$ cat src/rtl/dac_wavegen.sv
// Waveform source for the MCP4725 DAC interface: hold, sawtooth, triangle or square
// samples at a programmable rate, delivered through a busy-aware one-cycle update strobe.
module dac_wavegen #(
    parameter int WIDTH  = 12,
    parameter int STEP_W = 8,
    parameter int DIV_W  = 16
) (
    input  logic              clk,
    input  logic              rst,
    input  logic              en,
    input  logic [1:0]        mode,
    input  logic [STEP_W-1:0] step,
    input  logic [DIV_W-1:0]  div,
    input  logic [WIDTH-1:0]  lo,
    input  logic [WIDTH-1:0]  hi,
    input  logic [WIDTH-1:0]  hold_val,
    input  logic              dac_busy,
    output logic [WIDTH-1:0]  dac_val,
    output logic              dac_upd,
    output logic              wrap,
    output logic              overrun
);
    localparam int XW = WIDTH + 1;

    typedef enum logic [1:0] {
        MODE_HOLD = 2'd0,
        MODE_SAW  = 2'd1,
        MODE_TRI  = 2'd2,
        MODE_SQR  = 2'd3
    } mode_t;

    typedef enum logic {
        DIR_UP   = 1'b0,
        DIR_DOWN = 1'b1
    } dir_t;

    logic [WIDTH-1:0] acc, acc_nx, samp, pend_val;
    logic [DIV_W-1:0] div_cnt;
    logic             pend, first, tick, mode_chg, wrap_nx;
    dir_t             dir, dir_nx;
    mode_t            mode_q, mode_cur;
    logic [XW-1:0]    lo_x, hi_x, acc_x, step_x, sum_x, lo_step_x, diff_x;

    always_comb begin
        lo_x      = XW'(lo);
        hi_x      = XW'(hi);
        acc_x     = XW'(acc);
        step_x    = XW'(step);
        sum_x     = acc_x + step_x;
        lo_step_x = lo_x + step_x;
        diff_x    = acc_x - step_x;
        mode_cur  = mode_t'(mode);
        mode_chg  = (mode_cur != mode_q);
        tick      = en && !mode_chg && (div_cnt >= div);

        samp    = acc;
        acc_nx  = acc;
        dir_nx  = dir;
        wrap_nx = 1'b0;
        if (first) begin
            samp   = (mode_q == MODE_HOLD) ? hold_val : lo;
            acc_nx = lo;
            dir_nx = DIR_UP;
        end else if (mode_q == MODE_HOLD) begin
            samp = hold_val;
        end else if (lo_x >= hi_x) begin
            samp   = lo;
            acc_nx = lo;
        end else begin
            case (mode_q)
                MODE_SAW: begin
                    if (sum_x > hi_x) begin
                        acc_nx  = lo;
                        wrap_nx = 1'b1;
                    end else begin
                        acc_nx = sum_x[WIDTH-1:0];
                    end
                    samp = acc_nx;
                end
                MODE_TRI: begin
                    if (dir == DIR_UP) begin
                        if (sum_x >= hi_x) begin
                            acc_nx = hi;
                            dir_nx = DIR_DOWN;
                        end else begin
                            acc_nx = sum_x[WIDTH-1:0];
                        end
                    end else if (acc_x <= lo_step_x) begin
                        acc_nx  = lo;
                        dir_nx  = DIR_UP;
                        wrap_nx = 1'b1;
                    end else begin
                        acc_nx = diff_x[WIDTH-1:0];
                    end
                    samp = acc_nx;
                end
                default: begin
                    // dir doubles as square phase: DIR_UP means the next sample is hi
                    if (dir == DIR_UP) begin
                        samp   = hi;
                        dir_nx = DIR_DOWN;
                    end else begin
                        samp    = lo;
                        dir_nx  = DIR_UP;
                        wrap_nx = 1'b1;
                    end
                    acc_nx = samp;
                end
            endcase
        end
    end

    always_ff @(posedge clk) begin
        if (rst) begin
            acc      <= '0;
            dir      <= DIR_UP;
            div_cnt  <= '0;
            first    <= 1'b1;
            mode_q   <= MODE_HOLD;
        end else begin
            mode_q <= mode_cur;
            if (!en || mode_chg) begin
                div_cnt <= '0;
                first   <= 1'b1;
                if (mode_chg) dir <= DIR_UP;
            end else if (tick) begin
                div_cnt <= '0;
                first   <= 1'b0;
                acc     <= acc_nx;
                dir     <= dir_nx;
            end else begin
                div_cnt <= div_cnt + DIV_W'(1);
            end
        end
    end

    // A tick with the DAC free bypasses the pending slot; overrun only flags
    // a pending sample that was overwritten while the DAC was still busy.
    always_ff @(posedge clk) begin
        if (rst) begin
            pend     <= 1'b0;
            pend_val <= '0;
            dac_val  <= '0;
            dac_upd  <= 1'b0;
            wrap     <= 1'b0;
            overrun  <= 1'b0;
        end else begin
            dac_upd <= 1'b0;
            overrun <= 1'b0;
            wrap    <= tick && wrap_nx;
            if (tick && !dac_busy) begin
                dac_val <= samp;
                dac_upd <= 1'b1;
                pend    <= 1'b0;
            end else if (tick) begin
                pend_val <= samp;
                pend     <= 1'b1;
                overrun  <= pend;
            end else if (!en) begin
                pend <= 1'b0;
            end else if (pend && !dac_busy) begin
                dac_val <= pend_val;
                dac_upd <= 1'b1;
                pend    <= 1'b0;
            end
        end
    end
endmodule
$ cat config.mk
export PLATFORM = sky130hd
export DESIGN_NAME = dac_wavegen
export DESIGN_NICKNAME = d
export VERILOG_FILES = /design/src/rtl/dac_wavegen.sv
export SDC_FILE = /design/constraint.sdc
export NUM_CORES = 1
export LEC_CHECK = 0
export CORE_UTILIZATION = 30
export CTS_BUF_LIST = sky130_fd_sc_hd__clkbuf_8
export DETAILED_ROUTE_END_ITERATION = 8
export PLACE_DENSITY = 0.51
export SETUP_SLACK_MARGIN = 0.4
export SLEW_MARGIN = 20
export SYNTH_ARGS = -nofsm -noshare
export SYNTH_HDL_FRONTEND = slang
export SYNTH_SLANG_ARGS = --single-unit
$ cat constraint.sdc
create_clock -name clk -period 12.67 [get_ports clk]
set_clock_uncertainty 0.1 [all_clocks]
set_input_delay 1.267 -clock clk [delete_from_list [all_inputs] [get_ports clk]]
set_output_delay 1.267 -clock clk [all_outputs]
set_load 0.1 [all_outputs]
* Word level (Yosys, flattened, before mapping)
Index checks and enable logic that the tools add are counted.
** Word-level totals
- Bits in read-only memories :: 0
- Memory bits (writable) :: 0
- Memories kept :: 0
- Bits in latches :: 0
- Logic and storage cells :: 96
- Input bits :: 66
- Flip-flop bits (word level) :: 60
- Output and inout port bits :: 15
** Operators by class
- $mul :: 0
- Shifts and indexed selects :: 0
- Divide/modulo/power cells :: 0
- Equality and inequality tests :: 10
- Add/sub/neg operators :: 4
- Bitwise gates (word level) :: 3
- Mux-type cells :: 42
- Reductions and logical operators :: 21
- Magnitude comparators :: 5
** Operator list (count)
- $mux W12 :: 15
- $add A12 B8 Y13 :: 2
- $mux W1 :: 24
- $pmux W12 S2 :: 1
- $add A16 B1 Y16 const B :: 1
- $ge A16 B16 Y1 :: 1
- $ge A13 B12 Y1 :: 1
- $gt A13 B12 Y1 :: 1
- $le A12 B13 Y1 :: 1
- $ge A12 B12 Y1 :: 1
- $sub A12 B8 Y12 :: 1
- $ne A3 B2 Y1 const B :: 2
- $reduce_and A3 Y1 :: 2
- $reduce_bool A2 Y1 :: 3
- $reduce_or A3 Y1 :: 2
- $logic_and A1 B1 Y1 :: 5
- $reduce_and A5 Y1 :: 1
- $ne A2 B2 Y1 const B :: 2
- $pmux W1 S2 :: 2
- $reduce_or A2 Y1 :: 2
- $logic_not A1 Y1 :: 3
- $ne A3 B1 Y1 const B :: 1
- $ne A3 B3 Y1 const B :: 1
- $not A1 Y1 :: 3
- other kinds (7) :: 7

* Longest topological paths before layout
Gate-level depths: netlist of the first run.
- Depth in word-level cells :: 10
- Gate-level depth with buffers :: 21
- Gate-level depth less buffers :: 20

* Worst setup path after synthesis of the first run
OpenSTA, ideal clock, no wires.
- Kind :: input port to flip-flop
- Start point :: in step[0]
- End point :: reg dac_val[9]
- Data required time :: 12435 ps
- Buffers on the path :: 1
- Arrival :: 5161 ps
- Cell stages on the path :: 17
- Path slack :: 7274 ps
- Setup time :: 135 ps
- Cell sequence :: ha_1 fa_1 nor2b_1 o221a_2 or3_2 xnor2_1 ha_1 a211oi_1 or3_1 and3_1 buf_6 a21boi_2 nor2_2 mux2_1 a2111oi_2 o311a_1 a211oi_1
** On the way
- Word-level cells in the longest chain between the ends :: 9
- Elaborated cells on any way between the ends :: 15
- Classes of those cells :: add/sub (3); order compare (3); mux (9)
** Ends and longest elaborated chain
- from (decl) :: RTL line 12 : input logic [STEP_W-1:0] step,
- $add A12 B8 Y13, on equally long branches :: RTL line 49, 50
- $ge A13 B12 Y1 / $le A12 B13 Y1 (equally long branches) :: RTL line 82, 88
- $mux W12, on equally long branches :: RTL line 82, 88
- $mux W12 :: RTL line 81 : if (dir == DIR_UP) begin
- $pmux W12 S2 (*) :: RTL line 70 : case (mode_q)
- $mux W12 (*) :: RTL line 66 : end else if (lo_x >= hi_x) begin
- $mux W12 (*) :: RTL line 64 : end else if (mode_q == MODE_HOLD) begin
- $mux W12 (*) :: RTL line 60 : if (first) begin
- $mux W12 (*) :: RTL line 151 : if (tick && !dac_busy) begin
- to (signal assigned) :: RTL line 152 : dac_val <= samp;
- to (signal assigned) :: RTL line 162 : dac_val <= pend_val;
- to (decl) :: RTL line 18 : output logic [WIDTH-1:0] dac_val,
Mark *: on every way between the ends. The rest lies on a longest branch, timed or not.
A chain may end at the register's enable or synchronous reset.

* Worst setup path after layout of the first run
- Start point :: in step[1]
- End point :: reg dac_val[2]
Same word-level chain as after synthesis.

==> flow_metrics.tcl, run 1 <==
set metrics [dict create \
    crit_fanout 12 \
    grt_pass1_vias 5613 \
    routed_via_density 5.30 \
    vias 5926 \
    n_antenna_cell 0 \
    finalCriticalPeriod_ns 6.39 \
    synthesis.area_mm2 0.00618 \
    cts_tree "built" \
    synthesis.nets 930 \
    drv_slew 0 \
    grt.overflow.total 0 \
    status "completed" \
    r2r_cells 16 \
    dieHeight_um 145 \
    yosysWarnings 0 \
    synth-async-reset-ratio_pct 0 \
    cts_resized 0 \
    initial_core_util_pct 30.5 \
    finalWirelength_um 20200 \
    grt_max_degree 47 \
    crit_path_start_kind "primary input" \
    synthDistinctLibCells 87 \
    gp_congestion 0.971 \
    critPathKind "in2reg" \
    placedCellCount 1102 \
    layout-drive-gt1-share_pct 5.31 \
    ff2ff_setup_slack_ns 7.42 \
    fin_nets 992 \
    grt_pass1_wl_um 31400 \
    htreeDepth 3 \
    power.total_uw 456 \
    numCtsBuffers 9 \
    synth_top_flop_cell "dfxtp_1" \
    ant_nets 0 \
    final_area_mm2 0.00725 \
    ys_ff_latch 60 \
    ioPinCount 81 \
    clk_latency_ns 0.34 \
    r2r_start "acc[0]" \
    drtIter0Drc 375 \
    max_cap_viol_count 0 \
    dieArea_mm2 0.0212 \
    r2r-end "dac_val[2]" \
    rsz0062_at_grt "false" \
    dr.pass1.iters 6 \
    min_path_type "reg2reg" \
    synth_cells 781 \
    report.final.setup_viol 0 \
    fin_tns_setup_ns 0 \
    fin_crit_sh_pct 50.5 \
    syn_area_per_cell_um2 7.91 \
    min-delay-start "pend" \
    dieWidth_um 145 \
    grtUsageTotal_pct 19.1 \
    ir_worst_vdd_mv 0.0399 \
    area_growth_pct 17.5 \
    routedWlPerCell_um 18.0 \
    relSlewSlack_pct 29.3 \
    tightest_slew_ns 1.03 \
    regArea_mm2 0.00120 \
    whs_endpoint "overrun" \
    dp.final_hpwl_um 16200 \
    port_buffers 80 \
    postCtsSetupBuffers 0 \
    multi_input_area_mm2 0.00451 \
    fillers 2130 \
    finalHoldViolCount 0 \
    p_leak_uw 0.00306 \
    cts_max_path_buffers 2 \
    cts_hold_buf 0 \
    drc_errors 0 \
    whs_path_depth 2 \
    max_freq_mhz 156 \
    critical_path_arrival_ns 6.49 \
    yosysSeqAreaShare_pct 19.4 \
    final_util_pct 35.9 \
    cp.required_ns 12.77 \
    clock_sinks 60 \
    place_area_mm2 0.00708 \
    coreArea_mm2 0.0202 \
    cts.clk_slew.worst_paths_ns 0.07 \
    synth_edf_count 0 \
    root_buffer "clkbuf_8" \
    core.rowCount 52 \
    cp-end-kind "flip-flop" \
    fin_cells 1118 \
    power_density_mw_per_mm2 62.8 \
    antenna_found_initial 0 \
]
-- worst max-delay path: stages --
cell and delay, ns:
clkdlybuf4s50_1 0.57, inv_1 0.15, ha_1 0.32, nand2b_1 0.18, a2111oi_0 0.90, o21ai_1 0.20
xnor2_1 0.26, inv_1 0.10, ha_1 0.29, o21ai_0 0.14, or3_1 0.12, and3_1 0.30
and4_4 0.40, mux2i_1 0.22, nor2_1 0.06, o41ai_1 0.73, o21a_1 0.21, a21boi_1 0.07
-- registers in the layout (all words and copies together), names as in the netlist --
register and cells:
dac_val 12, dir 1, div_cnt 16, dac_upd 1, wrap 1, acc 12
mode_q 2, first 1, pend_val 12, pend 1, overrun 1
-- power by group --
group          internal, uW  switching, uW  leakage, uW  total (uW)
sequential              189          0.445     0.000484         189
combinational          49.9           65.8      0.00248         116
clock                  74.1           76.3    0.0000930         150
-- area by class of cell --
type	count	area share [%]
Clock buffer	10	1.90
Tap cell	270	4.66
Sequential cell	60	16.6
Clock inverter	6	0.431
Multi-Input combinational cell	630	62.1
Timing Repair Buffer	82	11.2
Inverter	60	3.10
-- per-stage QoR --
| stage | hold slack [ns] | worst slack (ns) |
|---|---|---|
| detailed placement | 0.347 | 5.97 |
| global placement | 0.346 | 5.91 |
| global route | 0.374 | 5.94 |
| CTS | 0.350 | 6.33 |
| finish | 0.353 | 6.28 |
| floorplan | 0.323 | 7.27 |
-- cell families (layout without fill, tap and decap cells) --
group / count (synthesis) / in the layout / share of synthesized area (%)
muxes: 22 / 22 / 3.77
DFF: 60 / 60 / 19.4
AOI/OAI and AO/OA: 226 / 226 / 25.5
xor gates and xnor gates: 44 / 44 / 6.24
buffers and inverters: 91 / 158 / 7.70
and+or+nand+nor: 255 / 255 / 20.1
adders and majority gates: 83 / 83 / 17.2
-- synthesized netlist by cell type (4+ instances only) --
cell / instances / area share, %
ha_1: 80 / 16
inv_1: 58 / 3.5
o22ai_1: 9 / 0.91
o21a_1: 11 / 1.3
nand4_1: 8 / 0.81
nor3_1: 13 / 1.1
o21bai_1: 6 / 0.73
nor2b_1: 12 / 1.2
a21oi_1: 61 / 4.9
mux2i_1: 15 / 2.4
o221ai_1: 4 / 0.57
nand2_1: 67 / 4.1
a21boi_0: 4 / 0.49
nand3_1: 21 / 1.7
clkbuf_1: 10 / 0.61
o21ai_0: 24 / 1.9
o31ai_1: 4 / 0.49
nor4_1: 5 / 0.51
nand2b_1: 15 / 1.5
a21o_1: 8 / 0.97
clkbuf_8: 6 / 1.3
a311oi_1: 9 / 1.3
a211oi_1: 19 / 2.3
buf_2: 5 / 0.41
or3_1: 9 / 0.91
xnor2_1: 22 / 3.1
o2111ai_1: 4 / 0.57
mux2_2: 4 / 0.73
xor2_1: 22 / 3.1
nor2_1: 74 / 4.5
a31oi_1: 7 / 0.71
buf_6: 5 / 0.91
o211ai_1: 12 / 1.5
dfxtp_1: 60 / 19
and3_1: 7 / 0.71
-- metal layers --
layer,vias up,global-route usage (%),part of all wire [%]
li1,2972,-,-
met1,2744,25.6,46
met2,184,30.8,46
met3,26,3.45,5.9
met4,0,6.21,2.6
met5,-,0,0
-- placed cells by master, fill, tap and decap left out, types with 4 or more instances in the layout --
| cell type | synthesis | final |
|---|---|---|
| or3_1 | 9 | 9 |
| mux2_2 | 4 | 4 |
| nor4_1 | 5 | 5 |
| o21bai_1 | 6 | 6 |
| dfxtp_1 | 60 | 60 |
| a21oi_1 | 61 | 61 |
| nand4_1 | 8 | 8 |
| a21boi_0 | 4 | 4 |
| ha_1 | 80 | 80 |
| nor3_1 | 13 | 13 |
| a31oi_1 | 7 | 7 |
| o2111ai_1 | 4 | 4 |
| inv_1 | 58 | 59 |
| clkdlybuf4s50_1 | 0 | 80 |
| and3_1 | 7 | 7 |
| o211ai_1 | 12 | 12 |
| o21a_1 | 11 | 11 |
| o221ai_1 | 4 | 4 |
| xor2_1 | 22 | 22 |
| nand3_1 | 21 | 21 |
| a311oi_1 | 9 | 9 |
| a21o_1 | 8 | 8 |
| nand2b_1 | 15 | 15 |
| mux2i_1 | 15 | 15 |
| nand2_1 | 67 | 67 |
| nor2b_1 | 12 | 12 |
| o21ai_0 | 24 | 24 |
| o31ai_1 | 4 | 4 |
| xnor2_1 | 22 | 22 |
| a211oi_1 | 19 | 19 |
| clkinv_2 | 0 | 4 |
| o22ai_1 | 9 | 9 |
| clkbuf_8 | 6 | 10 |
| nor2_1 | 74 | 74 |
-- worst max path at each step --
stage | from | to | slack, ns | depth (start not counted)
after floorplan | step[0] | dac_val[9] | 7.27 | 17
after global placement | step[1] | dac_val[2] | 5.91 | 17
after detailed placement | step[1] | dac_val[2] | 5.97 | 18
after CTS | step[1] | dac_val[2] | 6.33 | 18
after global routing | step[1] | dac_val[9] | 5.94 | 18
final | step[1] | dac_val[2] | 6.28 | 18
No activity file was read; power rests on OpenSTA's default activity.
==> run 2, diff against run 1 <==
Settings changed: PLACE_DENSITY 0.51 to 0.52.
Clock period 12.67 ns to 5.2 ns, I/O delays scaled along.
==> flow_metrics.tcl, run 2 (synthesized netlist as in run 1, its figures left out) <==
set metrics [dict create \
    rsz0062_at_grt "false" \
    ir_worst_vdd_mv 0.118 \
    clk_latency_ns 0.35 \
    dieArea_mm2 0.0212 \
    ant_nets 0 \
    placedCellCount 1182 \
    critical_path_arrival_ns 4.75 \
    grt_max_degree 33 \
    n_antenna_cell 0 \
    grt.overflow.total 0 \
    cp.required_ns 5.31 \
    relSlewSlack_pct 33.9 \
    drtIter0Drc 410 \
    min_path_type "reg2reg" \
    dp.final_hpwl_um 17300 \
    regMostFlops "div_cnt" \
    fin_cells 1201 \
    cts_hold_buf 0 \
    grt_pass1_wl_um 33000 \
    initial_core_util_pct 30.5 \
    drv_slew 0 \
    vias 6264 \
    grtUsageTotal_pct 20.1 \
    largest_register_ff_count 16 \
    r2r-end "dac_val[9]" \
    area_growth_pct 34.0 \
    final_cell_mix "buf_4, clkdlybuf4s50_1, ha_1" \
    dp_slack_ns -0.395 \
    ioPinCount 81 \
    routed_via_density 5.22 \
    grt_pass1_vias 6017 \
    cts_max_path_buffers 2 \
    antenna_found_initial 0 \
    worst_slack_ns 0.557 \
    finalHoldViolCount 0 \
    dr.pass1.iters 5 \
    critPathKind "in2reg" \
    r2r_start "acc[0]" \
    coreArea_mm2 0.0202 \
    max_cap_viol_count 0 \
    cts.clk_slew.worst_paths_ns 0.07 \
    htreeDepth 3 \
    dieHeight_um 145 \
    routedWlPerCell_um 17.6 \
    crit_path_start_kind "primary input" \
    crit_fanout 4 \
    finalWirelength_um 21100 \
    final_area_mm2 0.00828 \
    fin_tns_setup_ns 0 \
    place_area_mm2 0.00768 \
    final_common_cell "buf_4" \
    p_leak_uw 0.00357 \
    cts_tree "built" \
    fin_crit_sh_pct 89.3 \
    core.rowCount 52 \
    root_buffer "clkbuf_8" \
    max_freq_mhz 215 \
    cp-end-kind "flip-flop" \
    power_density_mw_per_mm2 153 \
    r2r_cells 19 \
    ff2ff_setup_slack_ns 0.63 \
    whs_path_depth 2 \
    fin_nets 1075 \
    dieWidth_um 145 \
    layout-drive-gt1-share_pct 19.2 \
    gp_congestion 0.915 \
    port_buffers 80 \
    fillers 2106 \
    whs_endpoint "overrun" \
    tightest_slew_ns 0.988 \
    clock_sinks 60 \
    drc_errors 0 \
    finalCriticalPeriod_ns 4.64 \
    numCtsBuffers 9 \
    report.final.setup_viol 0 \
    min-delay-start "pend" \
    status "completed" \
]
[run 2: worst max path at each step]
stage                  from          to
floorplan           step[0]  dac_val[9]
global placement    step[1]  dac_val[2]
detailed placement  step[1]  dac_val[2]
CTS                   lo[0]  dac_val[2]
global route        step[6]  dac_val[2]
finish              step[0]  dac_val[9]
[run 2: power by group]
group	leakage, uW	switching (uW)	internal (uW)
Clock	0.000105	196	282
Sequential	0.000484	1.16	460
Combinational	0.00298	177	153
Total	0.00357	375	895
[run 2: layout make-up]
cell class,instances,area (um2),area share (%)
multi-input combinational,630,4840,58.4
timing repair buffer,165,1450,17.5
inverter,60,225,2.72
tap,270,338,4.08
clock buffer,10,138,1.66
clock inverter,6,87.6,1.06
sequential,60,1200,14.5
[run 2: through the flow]
stage	util, %	hold WS [ns]	total power (uW)
2_1_floorplan	-	0.323	639
3_3_place_gp	38.0	0.347	787
3_5_place_dp	38.0	0.348	786
4_1_cts	39.8	0.349	1270
5_1_grt	40.9	0.365	1340
6_report	40.9	0.348	1270
[run 2: critical path: stages]
cell	delay, ns
dlygate4sd2_1	0.25
ha_2	0.20
fa_2	0.34
nor2b_2	0.17
o221a_2	0.27
buf_4	0.16
o211a_1	0.24
xor2_2	0.17
ha_4	0.29
nand3_2	0.10
or3_1	0.38
and3_4	0.18
buf_4	0.15
a21boi_4	0.20
nor2_2	0.07
mux2_4	0.33
a2111oi_4	0.33
buf_4	0.18
o311a_1	0.14
a211oi_1	0.05
[run 2: layer usage]
layer / GRT usage [%] / routed length [um] / share of wire, %
met1: 26.3 / 9490 / 45
met2: 32.2 / 9650 / 46
met3: 3.98 / 1180 / 5.6
met4: 8.58 / 815 / 3.9
met5: 0 / 0 / 0
[run 2: what timing repair did]
action,in CTS,in global routing
setup buffers,2,1
endpoints found under the setup margin,35,37
gates resized for setup,29,46
pin swaps,6,10
==> run 3, diff against run 2 <==
Settings changed: CORE_ASPECT_RATIO set to 0.9.
==> flow_metrics.tcl, run 3 (synthesized netlist as in run 1, its figures left out) <==
set metrics [dict create \
    status "completed" \
    finalWirelength_um 20500 \
    initial_core_util_pct 30.8 \
    regMostFlops "div_cnt" \
    area_growth_pct 33.2 \
    core.rowCount 49 \
    drtIter0Drc 462 \
    rsz0062_at_grt "true" \
    p_seq_share_pct 36.2 \
    cp.required_ns 5.28 \
    report.final.setup_viol 0 \
    internal-power_uw 886 \
    cts.clk_slew.worst_paths_ns 0.08 \
    swShare_pct 30.4 \
    routedWlPerCell_um 17.4 \
    grt_pass1_vias 5783 \
    critPathKind "in2reg" \
    clock_sinks 60 \
    finalCriticalPeriod_ns 4.66 \
    drc_errors 0 \
    final_util_pct 41.0 \
    coreArea_mm2 0.0200 \
    clk_latency_ns 0.35 \
    cts_tree "built" \
    final_cell_mix "ha_1, buf_4, clkdlybuf4s50_1" \
    port_buffers 80 \
    root_buffer "clkbuf_8" \
    critical_path_arrival_ns 4.74 \
    fin_nets 1069 \
    ir_worst_vdd_mv 0.169 \
    max_freq_mhz 215 \
    grt_pass1_wl_um 31500 \
    n_antenna_cell 0 \
    fin_crit_sh_pct 89.6 \
    route.met3.wl_um 1270 \
    crit_fanout 7 \
    numCtsBuffers 9 \
    drt-met1-wl_um 10000 \
    placedCellCount 1159 \
    fin_cells 1180 \
    dr.pass1.iters 5 \
    power_density_mw_per_mm2 155 \
    grtUsageTotal_pct 18.9 \
    cp-end-kind "flip-flop" \
    power.total_uw 1270 \
    largest_register_ff_count 16 \
    dp.final_hpwl_um 16300 \
    grt_max_degree 47 \
    drv_slew 0 \
    gp_congestion 0.913 \
    antenna_found_initial 0 \
    relSlewSlack_pct 24.9 \
    finalHoldViolCount 0 \
    htreeDepth 3 \
    routed_via_density 5.23 \
    layout-drive-gt1-share_pct 18.6 \
    grt.overflow.total 0 \
    dieArea_mm2 0.0212 \
    clockPowerShare_pct 37.5 \
    top_layer "met4" \
    max_cap_viol_count 0 \
    dieWidth_um 153 \
    ff2ff_setup_slack_ns 0.65 \
    ioPinCount 81 \
    p_sw_uw 387 \
    min_path_type "reg2reg" \
    p_comb_share_pct 26.2 \
    cts_hold_buf 0 \
    ant_nets 0 \
    wl_met2_um 8940 \
    vias 6175 \
    tightest_slew_ns 1.12 \
    cts_max_path_buffers 2 \
    p_leak_uw 0.00357 \
    dieHeight_um 138 \
    crit_path_start_kind "primary input" \
]
## run 3: changes by cell type in the layout (fill, tap and decap cells not counted), sizes merged
cell	before	now
dlygate4sd2	1	0
clkbuf	11	10
inv	59	60
dlymetal6s2s	6	7
buf	85	79
## run 3: repair_timing
action | CTS | global route
endpoints found under the setup margin | 33 | 36
buffers inserted | 2 | 3
pin swaps | 11 | 26
gates resized for setup | 22 | 54
## run 3: metal layers
layer	vias to the layer above	global-route usage [%]
met5	-	0
met4	0	3.93
met3	21	3.64
met2	172	29.1
met1	2861	27.0
li1	3121	-
## run 3: final cells by class
type	instances	area [um2]
Fill cell	2032	11800
Multi-Input combinational cell	630	4830
Sequential cell	60	1200
Inverter	60	225
Timing Repair Buffer	159	1430
Clock inverter	7	100
Tap cell	255	319
Clock buffer	9	124
## run 3: metrics by stage
step,hold slack (ns),area (um2),setup WS [ns],setup TNS [ns]
global route,0.394,8230,0.371,0
detailed placement,0.345,7610,-0.262,-3.34
finish,0.366,8230,0.541,0
CTS,0.357,7950,0.381,0
floorplan,0.323,6180,0.551,0
global placement,0.348,7610,-0.190,-2.33
## run 3: power groups by stage
| stage | clock, uW | sequential (uW) | combinational [uW] |
|---|---|---|---|
| 2_1_floorplan | 0 | 472 | 167 |
| 3_3_place_gp | 0 | 472 | 312 |
| 3_5_place_dp | 0 | 472 | 310 |
| 6_report | 478 | 462 | 334 |
| 4_1_cts | 485 | 462 | 317 |
| 5_1_grt | 504 | 462 | 368 |
## run 3: critical path, stage by stage
cell and delay [ns]:
clkdlybuf4s50_1 0.52, inv_1 0.10, ha_4 0.29, nor2b_2 0.05, or4_4 0.47, o211a_1 0.26, xor2_2 0.16, ha_1 0.36
a21o_1 0.19, a21oi_2 0.13, and3_4 0.24, and4_4 0.33, buf_12 0.14, nor2_1 0.07, a221o_1 0.36, a221oi_2 0.26
o31a_1 0.19, a21boi_0 0.08
## run 3: final timing paths
kind	startpoint	end	depth (start not counted)
min	pend	overrun	2
max reg2reg	acc[2]	dac_val[6]	19
min reg2reg	pend	overrun	2
max	step[5]	dac_val[6]	18
